File: src/rtl/rs_pkg.sv
// Code geometry, generator coefficients and GF(2^8) multiply for the RS(198,194) encoder.
package rs_pkg;

  localparam logic [8:0] GF_POLY  = 9'h11D;
  localparam int         RS_N     = 198;
  localparam int         RS_K     = 194;
  localparam int         RS_NSYM  = RS_N - RS_K;
  localparam int         RS_BEATS = 24;

  // g(x) = x^4 + G3 x^3 + G2 x^2 + G1 x + G0, roots a^0..a^3
  localparam logic [7:0] G3 = 8'h0F;
  localparam logic [7:0] G2 = 8'h36;
  localparam logic [7:0] G1 = 8'h78;
  localparam logic [7:0] G0 = 8'h40;

  typedef enum logic [1:0] {
    ST_IDLE = 2'd0,
    ST_DATA = 2'd1,
    ST_DONE = 2'd2
  } enc_state_t;

  // Shift-and-add multiply reduced by the field polynomial
  function automatic logic [7:0] gf2m8_multi(input logic [7:0] a, input logic [7:0] b);
    logic [7:0] acc;
    logic [7:0] x;
    acc = 8'h00;
    x   = a;
    for (int i = 0; i < 8; i++) begin
      if (b[i]) acc = acc ^ x;
      x = {x[6:0], 1'b0} ^ (x[7] ? GF_POLY[7:0] : 8'h00);
    end
    return acc;
  endfunction

endpackage

File: src/rtl/rs_enc_p8_if.sv
// Encoder handshake bundle: frame start/sync, payload in, payload/parity out.
interface rs_enc_p8_if;

  logic        enc_start;
  logic [11:0] enc_sync;
  logic        enc_data_vld;
  logic [63:0] enc_data;
  logic        enc_ready;
  logic        enc_busy;
  logic        enc_dout_vld;
  logic [63:0] enc_dout;
  logic        enc_parity_vld;
  logic [31:0] enc_parity;
  logic        enc_start_drop;

  modport master (
    output enc_start, enc_sync, enc_data_vld, enc_data,
    input  enc_ready, enc_busy, enc_dout_vld, enc_dout,
    input  enc_parity_vld, enc_parity, enc_start_drop
  );

  modport slave (
    input  enc_start, enc_sync, enc_data_vld, enc_data,
    output enc_ready, enc_busy, enc_dout_vld, enc_dout,
    output enc_parity_vld, enc_parity, enc_start_drop
  );

endinterface

File: src/rtl/rs_enc_step8.sv
// Combinational parity LFSR advance by 8 symbols (or 2 for the sync header).
// sym_in[63:56] is the earliest (highest-degree) symbol.
module rs_enc_step8
  import rs_pkg::*;
(
  input  logic [RS_NSYM-1:0][7:0] r_in,
  input  logic [63:0]             sym_in,
  input  logic                    sync_sel,
  output logic [RS_NSYM-1:0][7:0] r_out
);

  // One division step: shift in symbol s, subtract fb*g(x)
  function automatic logic [RS_NSYM-1:0][7:0] lfsr_step(input logic [RS_NSYM-1:0][7:0] r,
                                                        input logic [7:0] s);
    logic [7:0]               fb;
    logic [RS_NSYM-1:0][7:0]  nx;
    fb    = s ^ r[3];
    nx[3] = r[2] ^ gf2m8_multi(fb, G3);
    nx[2] = r[1] ^ gf2m8_multi(fb, G2);
    nx[1] = r[0] ^ gf2m8_multi(fb, G1);
    nx[0] = gf2m8_multi(fb, G0);
    return nx;
  endfunction

  logic [RS_NSYM-1:0][7:0] stage [9];

  // Cascade of eight single-symbol steps; sync uses the first two taps
  always_comb begin
    stage[0] = r_in;
    for (int i = 0; i < 8; i++) begin
      stage[i+1] = lfsr_step(stage[i], sym_in[63-8*i -: 8]);
    end
    r_out = sync_sel ? stage[2] : stage[8];
  end

endmodule

File: src/rtl/rs_enc_p8.sv
// Systematic RS(198,194) encoder, 8 symbols/clock: payload passthrough
// with one-cycle latency and a 4-symbol parity strobe after beat 23.
//
// state   | meaning
// IDLE    | waiting for enc_start, LFSR holds zero
// DATA    | absorbing payload beats, stalls on enc_data_vld=0
// DONE    | parity strobe out, LFSR cleared
module rs_enc_p8
  import rs_pkg::*;
(
  input  logic        clk,
  input  logic        rst,
  rs_enc_p8_if.slave  bus
);

  enc_state_t              state, state_nxt;
  logic [4:0]              beat_cnt, beat_cnt_nxt;
  logic [RS_NSYM-1:0][7:0] lfsr, lfsr_nxt;
  logic [RS_NSYM-1:0][7:0] step_r;
  logic [RS_NSYM-1:0][7:0] step_in;
  logic [63:0]             step_sym;
  logic                    step_sync;
  logic                    par_load;
  logic                    dout_vld_q;
  logic [63:0]             dout_q;
  logic [31:0]             parity_q;
  logic                    start_drop_q;

  // In IDLE the step absorbs the two sync symbols from a zero state
  assign step_sync = (state == ST_IDLE);
  assign step_in   = step_sync ? '0 : lfsr;
  assign step_sym  = step_sync ? {4'b0000, bus.enc_sync, 48'h0} : bus.enc_data;

  rs_enc_step8 u_step (
    .r_in     (step_in),
    .sym_in   (step_sym),
    .sync_sel (step_sync),
    .r_out    (step_r)
  );

  // Next-state, counter and LFSR update
  always_comb begin
    state_nxt    = state;
    beat_cnt_nxt = beat_cnt;
    lfsr_nxt     = lfsr;
    par_load     = 1'b0;
    case (state)
      ST_IDLE: begin
        if (bus.enc_start) begin
          lfsr_nxt     = step_r;
          beat_cnt_nxt = 5'd0;
          state_nxt    = ST_DATA;
        end
      end
      ST_DATA: begin
        if (bus.enc_data_vld) begin
          lfsr_nxt     = step_r;
          beat_cnt_nxt = beat_cnt + 5'd1;
          if (beat_cnt == 5'(RS_BEATS - 1)) begin
            par_load  = 1'b1;
            state_nxt = ST_DONE;
          end
        end
      end
      ST_DONE: begin
        lfsr_nxt  = '0;
        state_nxt = ST_IDLE;
      end
      default: begin
        lfsr_nxt  = '0;
        state_nxt = ST_IDLE;
      end
    endcase
  end

  // State, LFSR and registered outputs; reset aborts any frame in flight
  always_ff @(posedge clk) begin
    if (rst) begin
      state        <= ST_IDLE;
      beat_cnt     <= 5'd0;
      lfsr         <= '0;
      dout_vld_q   <= 1'b0;
      dout_q       <= 64'h0;
      parity_q     <= 32'h0;
      start_drop_q <= 1'b0;
    end else begin
      state        <= state_nxt;
      beat_cnt     <= beat_cnt_nxt;
      lfsr         <= lfsr_nxt;
      dout_vld_q   <= (state == ST_DATA) && bus.enc_data_vld;
      if ((state == ST_DATA) && bus.enc_data_vld) dout_q <= bus.enc_data;
      if (par_load) parity_q <= step_r;
      start_drop_q <= bus.enc_start && (state != ST_IDLE);
    end
  end

  assign bus.enc_ready      = (state == ST_IDLE);
  assign bus.enc_busy       = (state != ST_IDLE);
  assign bus.enc_parity_vld = (state == ST_DONE);
  assign bus.enc_dout_vld   = dout_vld_q;
  assign bus.enc_dout       = dout_q;
  assign bus.enc_parity     = parity_q;
  assign bus.enc_start_drop = start_drop_q;

endmodule

File: src/flat_wrapper.sv
// flat-port wrapper written by rule: the top's interface ports become plain ports
module rs_enc_p8_flat import rs_pkg::*;
  (clk, rst, bus_enc_start, bus_enc_sync, bus_enc_data_vld, bus_enc_data, bus_enc_ready, bus_enc_busy, bus_enc_dout_vld, bus_enc_dout, bus_enc_parity_vld, bus_enc_parity, bus_enc_start_drop);
  rs_enc_p8_if bus_i ();
  input  logic clk;
  input  logic rst;
  input wire logic [$bits(bus_i.enc_start)-1:0] bus_enc_start;
  input wire logic [$bits(bus_i.enc_sync)-1:0] bus_enc_sync;
  input wire logic [$bits(bus_i.enc_data_vld)-1:0] bus_enc_data_vld;
  input wire logic [$bits(bus_i.enc_data)-1:0] bus_enc_data;
  output wire logic [$bits(bus_i.enc_ready)-1:0] bus_enc_ready;
  output wire logic [$bits(bus_i.enc_busy)-1:0] bus_enc_busy;
  output wire logic [$bits(bus_i.enc_dout_vld)-1:0] bus_enc_dout_vld;
  output wire logic [$bits(bus_i.enc_dout)-1:0] bus_enc_dout;
  output wire logic [$bits(bus_i.enc_parity_vld)-1:0] bus_enc_parity_vld;
  output wire logic [$bits(bus_i.enc_parity)-1:0] bus_enc_parity;
  output wire logic [$bits(bus_i.enc_start_drop)-1:0] bus_enc_start_drop;
  assign bus_i.enc_start = bus_enc_start;
  assign bus_i.enc_sync = bus_enc_sync;
  assign bus_i.enc_data_vld = bus_enc_data_vld;
  assign bus_i.enc_data = bus_enc_data;
  assign bus_enc_ready = bus_i.enc_ready;
  assign bus_enc_busy = bus_i.enc_busy;
  assign bus_enc_dout_vld = bus_i.enc_dout_vld;
  assign bus_enc_dout = bus_i.enc_dout;
  assign bus_enc_parity_vld = bus_i.enc_parity_vld;
  assign bus_enc_parity = bus_i.enc_parity;
  assign bus_enc_start_drop = bus_i.enc_start_drop;
  rs_enc_p8 u_core (.clk(clk), .rst(rst), .bus(bus_i));
endmodule
File: config.mk
export PLATFORM = sky130hd
export DESIGN_NAME = rs_enc_p8_flat
export DESIGN_NICKNAME = d
export VERILOG_FILES = /design/src/rtl/rs_pkg.sv /design/src/rtl/rs_enc_p8_if.sv /design/src/rtl/rs_enc_step8.sv /design/src/rtl/rs_enc_p8.sv /design/src/flat_wrapper.sv
export SDC_FILE = /design/constraint.sdc
export NUM_CORES = 1
export LEC_CHECK = 0
export CORE_MARGIN = 2
export CORE_UTILIZATION = 50
export CTS_BUF_LIST = sky130_fd_sc_hd__clkbuf_8
export CTS_CLUSTER_SIZE = 10
export DETAILED_ROUTE_END_ITERATION = 6
export PLACE_DENSITY = 0.72
export SYNTH_ARGS = -nofsm -noshare
export SYNTH_HDL_FRONTEND = slang
export SYNTH_SLANG_ARGS = --single-unit
export TNS_END_PERCENT = 100
File: constraint.sdc
create_clock -name clk -period 18 [get_ports clk]
set_input_delay 5.4 -clock clk [delete_from_list [all_inputs] [get_ports clk]]
set_output_delay 5.4 -clock clk [all_outputs]
set_load 0.03 [all_outputs]
==> impl_results.md <==
- Status: finished, final reports clean
- Fin. Hold Viols: 0
- CP delay by family, top: XOR/XNOR gates
- H-tree depth: 4
- Cell count after synthesis: 1,465
- Area of the core: 0.0307 sq mm
- Crit Path Class: input pin to register
- Top post-synthesis cells by area: xnor3_1, xnor2_1, dfxtp_1
- Vias in the first global route: 11,100
- Crit. End Element: register
- Tmin final: 15.14 ns
- Ant diodes: 0
- Vias: 11,200
- Layout Skew: 0.0229 ns
- Worst reg2reg startpoint: u_core.state[0]
- Vias per cell: 5.57
- Mean post-synth cell area: 10.6 sq um
- GPL Wtd Cong: 0.966
- Hold WC Path Type: register to register
- Clock Path Buffers: 2
- Slew headroom: 22.7%
- Detailed Route WL: 47,000 um
- I/O Buffers: 180
- WP data required: 18.37 ns
- Antenna Nets Post-Route: 0
- Crit share post-route: 84.1%
- Synth Register Bits: 137
- TNS Setup: 0 ns
- Final Net Count: 1,681
- TritonCTS Buffers: 17
- WL/cell: 23.4 um
- CP Cell Sequence: clkdlybuf4s50_1, xnor2_4, xnor3_1, o21ai_1, xnor3_2, xor3_2, xnor3_2, xnor2_4, xnor2_2, xnor3_1, xor3_2, xnor3_1, xor2_1, xnor2_1, xnor3_1, xnor3_1, xnor2_2, xor3_1, xnor3_1, xnor3_1, a222oi_1, nor2_1
- Sink Count: 137
- Fraction of registers with async set/reset: 0%
- Hold_sp: u_core.bus.enc_dout[60]
- Die Wd: 180 um
- First-pass GRT wire length: 70,500 um
- IO Count: 181
- CP most frequent cell: xnor3_1
- Residual DRC count: 0
- Synthesized net count: 1,546
- Initial Util: 50.8%
- F_max: 66.0 MHz
- Slew @ Worst Pin: 1.16 ns
- CTS resizes: 0
- Area grow syn2layout: 15.4%
- RSZ-0062 raised after global routing: false
- Setup Viol. Count Final: 0
- Crit path max fanout: 15
- CP Launch Type: input pin
- Layout cell share with drive strength beyond 1: 9.18%
- CP bufs+invs: 1
- Die Ht: 180 um
- Count of pins over their slew limit: 0
- Ys flop type: dfxtp_1
- Postcts setup bufs: 0
- CTS root buf: clkbuf_8
- Clock latency on the worst-skew pair: 0.52 ns
- Post-Syn Area: 0.0156 sq mm
- CTS tree: done
- Area share of the largest cell type after synthesis: 21.8%
- Maxcap violations: 0
- Layout fillers: 2,568
- Die area: 0.0326 sq mm
- Slowest Stage Delay on Critical Path: 0.76 ns
- Largest area contributor in the netlist: xnor3_1
- First-pass DRT Iterations: 7
- Critical path arrival: 15.51 ns
- Clk slew on worst S/H paths: 0.09 ns
- Ys Warns: 0
- Largest net degree at the start of global routing: 92
- Critical path origin: bus_enc_data[63]
- Iter 0 DRT Violations: 979
- Post-synth EDFFs: 0
- Crit-path slowest cell: xor3_2
- Total GRT Usage: 28.9%
- Post-DP HPWL: 36,900 um
- Count of cell types in the netlist: 60
- Std cell rows: 64
- Final core utilization: 58.6%
- Post-synthesis sequential area ratio: 17.6%
- GRT overflow: 0
- Initial antenna violation count: 0
- Hold buffers post-CTS: 0
[per-layer routing]
metal  global-route usage, %  share of wire, %  vias to the layer above
met3                    5.68               7.6                      111
met5                       0                 0                        -
met1                    37.8                42                     5437
met2                    46.7                47                      508
met4                    12.3               4.3                        0
li1                        -                 -                     5129
[path summary, 6_finish.rpt]
path	end	slack, ns	cells past startpoint
worst min-delay path	u_core.bus.enc_dout[60]	0.46	2
worst min register to register	u_core.bus.enc_dout[60]	0.46	2
worst max-delay path	u_core.lfsr[13]	2.86	22
worst max register to register	u_core.lfsr[13]	7.13	22
[area by class of cell]
type / instances / area (sq um) / area share, %
Multi-Input combinational cell: 1254 / 12500 / 69.4
Sequential cell: 137 / 2740 / 15.3
Clock buffer: 17 / 234 / 1.30
Tap cell: 396 / 495 / 2.76
Inverter: 2 / 8.76 / 0.0487
Timing Repair Buffer: 188 / 1860 / 10.3
Clock inverter: 15 / 166 / 0.926
[flip-flops by register name, indices dropped and copies added, names as in the netlist]
register	count
u_core.bus.enc_dout_vld	1
u_core.lfsr	32
u_core.bus.enc_dout	64
u_core.bus.enc_parity	32
u_core.beat_cnt	5
u_core.bus.enc_start_drop	1
u_core.state	2
[synthesized netlist by cell type, types with 3 or more instances]
| cell | number |
|---|---|
| xor2_4 | 3 |
| a21oi_1 | 115 |
| mux2i_1 | 6 |
| and2_1 | 4 |
| xor2_1 | 107 |
| a21o_1 | 3 |
| buf_4 | 7 |
| xnor2_1 | 348 |
| nor2b_1 | 3 |
| or3_1 | 4 |
| buf_6 | 8 |
| xnor2_2 | 18 |
| buf_1 | 7 |
| a222oi_1 | 14 |
| xnor3_2 | 39 |
| nand2_1 | 250 |
| o21ai_1 | 4 |
| a221oi_1 | 3 |
| dfxtp_1 | 137 |
| buf_2 | 5 |
| nor3_1 | 7 |
| o21ai_0 | 14 |
| clkbuf_1 | 43 |
| o211ai_1 | 4 |
| xor2_2 | 15 |
| xor3_1 | 19 |
| xnor3_1 | 151 |
| a22oi_1 | 7 |
| xor3_2 | 7 |
| nor2_1 | 64 |
| xnor2_4 | 10 |
[logic make-up (layout without fill, tap and decap cells)]
group | Yosys count | in the layout | share of synthesized area [%]
mux | 10 | 10 | 0.819
xor+xnor | 717 | 717 | 63.1
simple gates | 346 | 346 | 8.94
flops | 137 | 137 | 17.6
compound gates | 180 | 180 | 6.95
fa+ha+maj | 1 | 1 | 0.0803
buf+inv | 74 | 222 | 2.45
[metrics by stage]
stage	setup WS (ns)	std cells	hold WS [ns]	area (sq um)
global route	2.59	2009	0.471	18000
detailed placement	2.47	1977	0.447	17600
global placement	2.53	1977	0.440	17600
floorplan	4.69	1465	0.444	15600
finish	2.86	2009	0.456	18000
CTS	3.01	2009	0.459	18000
[cell usage in the layout, fill, tap and decap left out, drive strengths merged, types with 3 or more instances in the layout]
master	synthesis	layout
dfxtp	137	137
xnor3	190	190
xor2	125	125
xor3	26	26
inv	1	8
clkinv	1	4
a21oi	118	118
o21ai	18	18
a221oi	3	3
xnor2	376	376
clkdlybuf4s50	0	179
nor2b	3	3
o211ai	4	4
a22oi	7	7
clkbuf	43	17
or3	4	4
buf	27	9
nand2	250	250
clkinvlp	0	3
a21o	3	3
mux2i	8	8
nor2	65	65
and2	4	4
a222oi	14	14
nor3	7	7
[worst reg2reg max path, stage by stage (launching register included)]
cell	delay [ns]
dfxtp_1	0.58
or2_4	0.35
buf_4	0.72
mux2_2	0.55
xnor3_1	0.45
xnor3_2	0.41
xor3_2	0.77
xnor3_2	0.57
xnor2_4	0.19
xnor2_2	0.40
xnor3_1	0.76
xor3_2	0.56
xnor3_1	0.49
xor2_1	0.22
xnor2_1	0.57
xnor3_1	0.62
xnor3_1	0.30
xnor2_2	0.33
xor3_1	0.60
xnor3_1	0.45
xnor3_1	0.47
a222oi_1	0.29
nor2_1	0.06
Power is left out: the tool's default activity adds up to more than one toggle a clock period on the data nets, which glitch-free logic cannot reach.
==> edit: new RTL, config.mk and constraints unchanged <==
Compare `beat_cnt` against `5'(RS_BEATS - 1)` with >= in place of ==.
--- a/src/rtl/rs_enc_p8.sv
+++ b/src/rtl/rs_enc_p8.sv
@@ -56,7 +56,7 @@
         if (bus.enc_data_vld) begin
           lfsr_nxt     = step_r;
           beat_cnt_nxt = beat_cnt + 5'd1;
-          if (beat_cnt == 5'(RS_BEATS - 1)) begin
+          if (beat_cnt >= 5'(RS_BEATS - 1)) begin
             par_load  = 1'b1;
             state_nxt = ST_DONE;
           end
Behaviour: no difference found for any inputs over 4 cycles, from zero or initial values and one cycle with rst high; that may be too few to reach the edited logic, so the function may still have changed.
==> edit against the original RTL <==
Final area shrank 0.27%. Area after synthesis shrank 0.98%. Wire length shrank 3.2%. Count of clock-buffer cells in the layout grew 1. Sequential cell count is the same. Global-route usage shrank 0.43 points. Setup slack lost 190 ps.
Power is not shown: default switching activity piles up to over one toggle a cycle in this logic, so the estimate is an artifact.
==> edit: results (changes against the original RTL) <==
stage,metric,value,unit,change
outcome,run status,"complete, no violations",,
synth,Syn Inst Count,1430,,-2.4%
clocking,post-CTS setup buffers,0,,unchanged
drt,DR WL/cell,22.9,µm,-2.0%
synth,register area share after synthesis,0.178,,+0.00174
drt,Initial DRC Count,1337,,+37%
global_route,first-pass GRT wire length,69100,µm,-2.0%
synth,Post-Synth XOR/XNOR Area,0.648,,+0.0164
timing,Max-slew headroom,0.321,,+0.0940
clocking,CTS buffer count,17,,unchanged
synth,synth unique cells,49,,-18%
global_route,vias in the first global route,10700,,-2.9%
layout,fraction of layout cells with a size suffix above 1,0.0749,,-0.0168
synth,synth cell count leaders,"xnor2_1 (329), nand2_1 (231), xnor3_1 (183)",,
placed_design,pre-CTS WS,2240,ps,-237 ps
placed_design,HPWL after DPL,36300,µm,-1.8%
setup_path,CP max stage cell,o21ai_1,,
drt,vias per cell,5.50,,-1.2%
timing,worst clock skew,23.5,ps,+0.555 ps
synth,Mapped Nets,1511,,-2.3%
setup_path,critical-path maximum fanout,12,,-3
synth,Synth Area in Compound Gates,0.0684,,-0.00110
placed_design,DP Cell Count,1952,,-1.3%
layout,post-route insts no fill,1984,,-1.2%
global_route,largest net degree at the start of global routing,68,,-26%
clocking,Worst-Skew Late Latency,490,ps,-30 ps
synth,adder-cell share of the synthesized area,0.000811,,+0.00000795
global_route,Total GRT Usage,0.284,,-0.00433
setup_path,WP data arrival,15750,ps,+240 ps
layout,Final #Nets,1656,,-1.5%
setup_path,crit-path max cell delay,800,ps,+40 ps
synth,mux contribution to synthesized area,0.00568,,-0.00252
synth,Synth area leaders,"xnor3_1 (27%), xnor2_1 (19%), dfxtp_1 (18%)",,
placed_design,Final GP Congestion,0.976,,+1.1%
edit: changes by cell type after synthesis, moves of 4 or more:
cell	delta
a22o_1	+7
buf_6	-5
mux2i_1	-4
nand2_1	-19
or3_1	-4
xnor2_1	-19
xnor2_2	+4
xnor3_1	+32
xnor3_2	-22
xor2_1	+17
xor2_2	-5
edit: final cells by class:
type | instances | area, µm²
fill | 2603 | 12600
tap | 396 | 495
clock buffer | 18 | 248
timing repair buffer | 191 | 1880
sequential | 137 | 2740
clock inverter | 14 | 153
multi-input combinational | 1225 | 12400
inverter | 3 | 11.3
edit: layer usage:
layer | up-vias | track usage | routed length (µm)
li1 | 5052 | - | -
met1 | 5328 | 0.389 | 19200
met2 | 459 | 0.457 | 21300
met3 | 79 | 0.0563 | 3690
met4 | 0 | 0.0904 | 1390
met5 | - | 0 | 0
edit: worst register-to-register path: cells and delay by family, from the launching register on:
| family | cells | cell delay (ps) |
|---|---|---|
| AO/OA/AOI/OAI | 1 | 240 |
| XOR/XNOR | 17 | 8330 |
| buffers and inverters | 1 | 530 |
| flip-flops | 1 | 580 |
| multiplexers | 1 | 510 |
| AND/OR/NAND/NOR | 2 | 890 |
edit: metrics by stage:
stage | instance area, µm² | hold WS (ps)
after CTS | 17900 | 459
after global placement | 17500 | 441
after floorplan | 15400 | 427
after global routing | 17900 | 477
final | 17900 | 457
after detailed placement | 17500 | 445
edit: worst paths after layout:
path / startpoint / end / slack [ps] / depth (start not counted)
hold / removal: u_core.bus.enc_dout[6] / u_core.bus.enc_dout[6] / 460 / 2
hold reg to reg: u_core.bus.enc_dout[6] / u_core.bus.enc_dout[6] / 460 / 2
setup / recovery: bus_enc_data[62] / u_core.bus.enc_parity[11] / 2670 / 21
setup reg to reg: u_core.state[1] / u_core.lfsr[26] / 6820 / 22
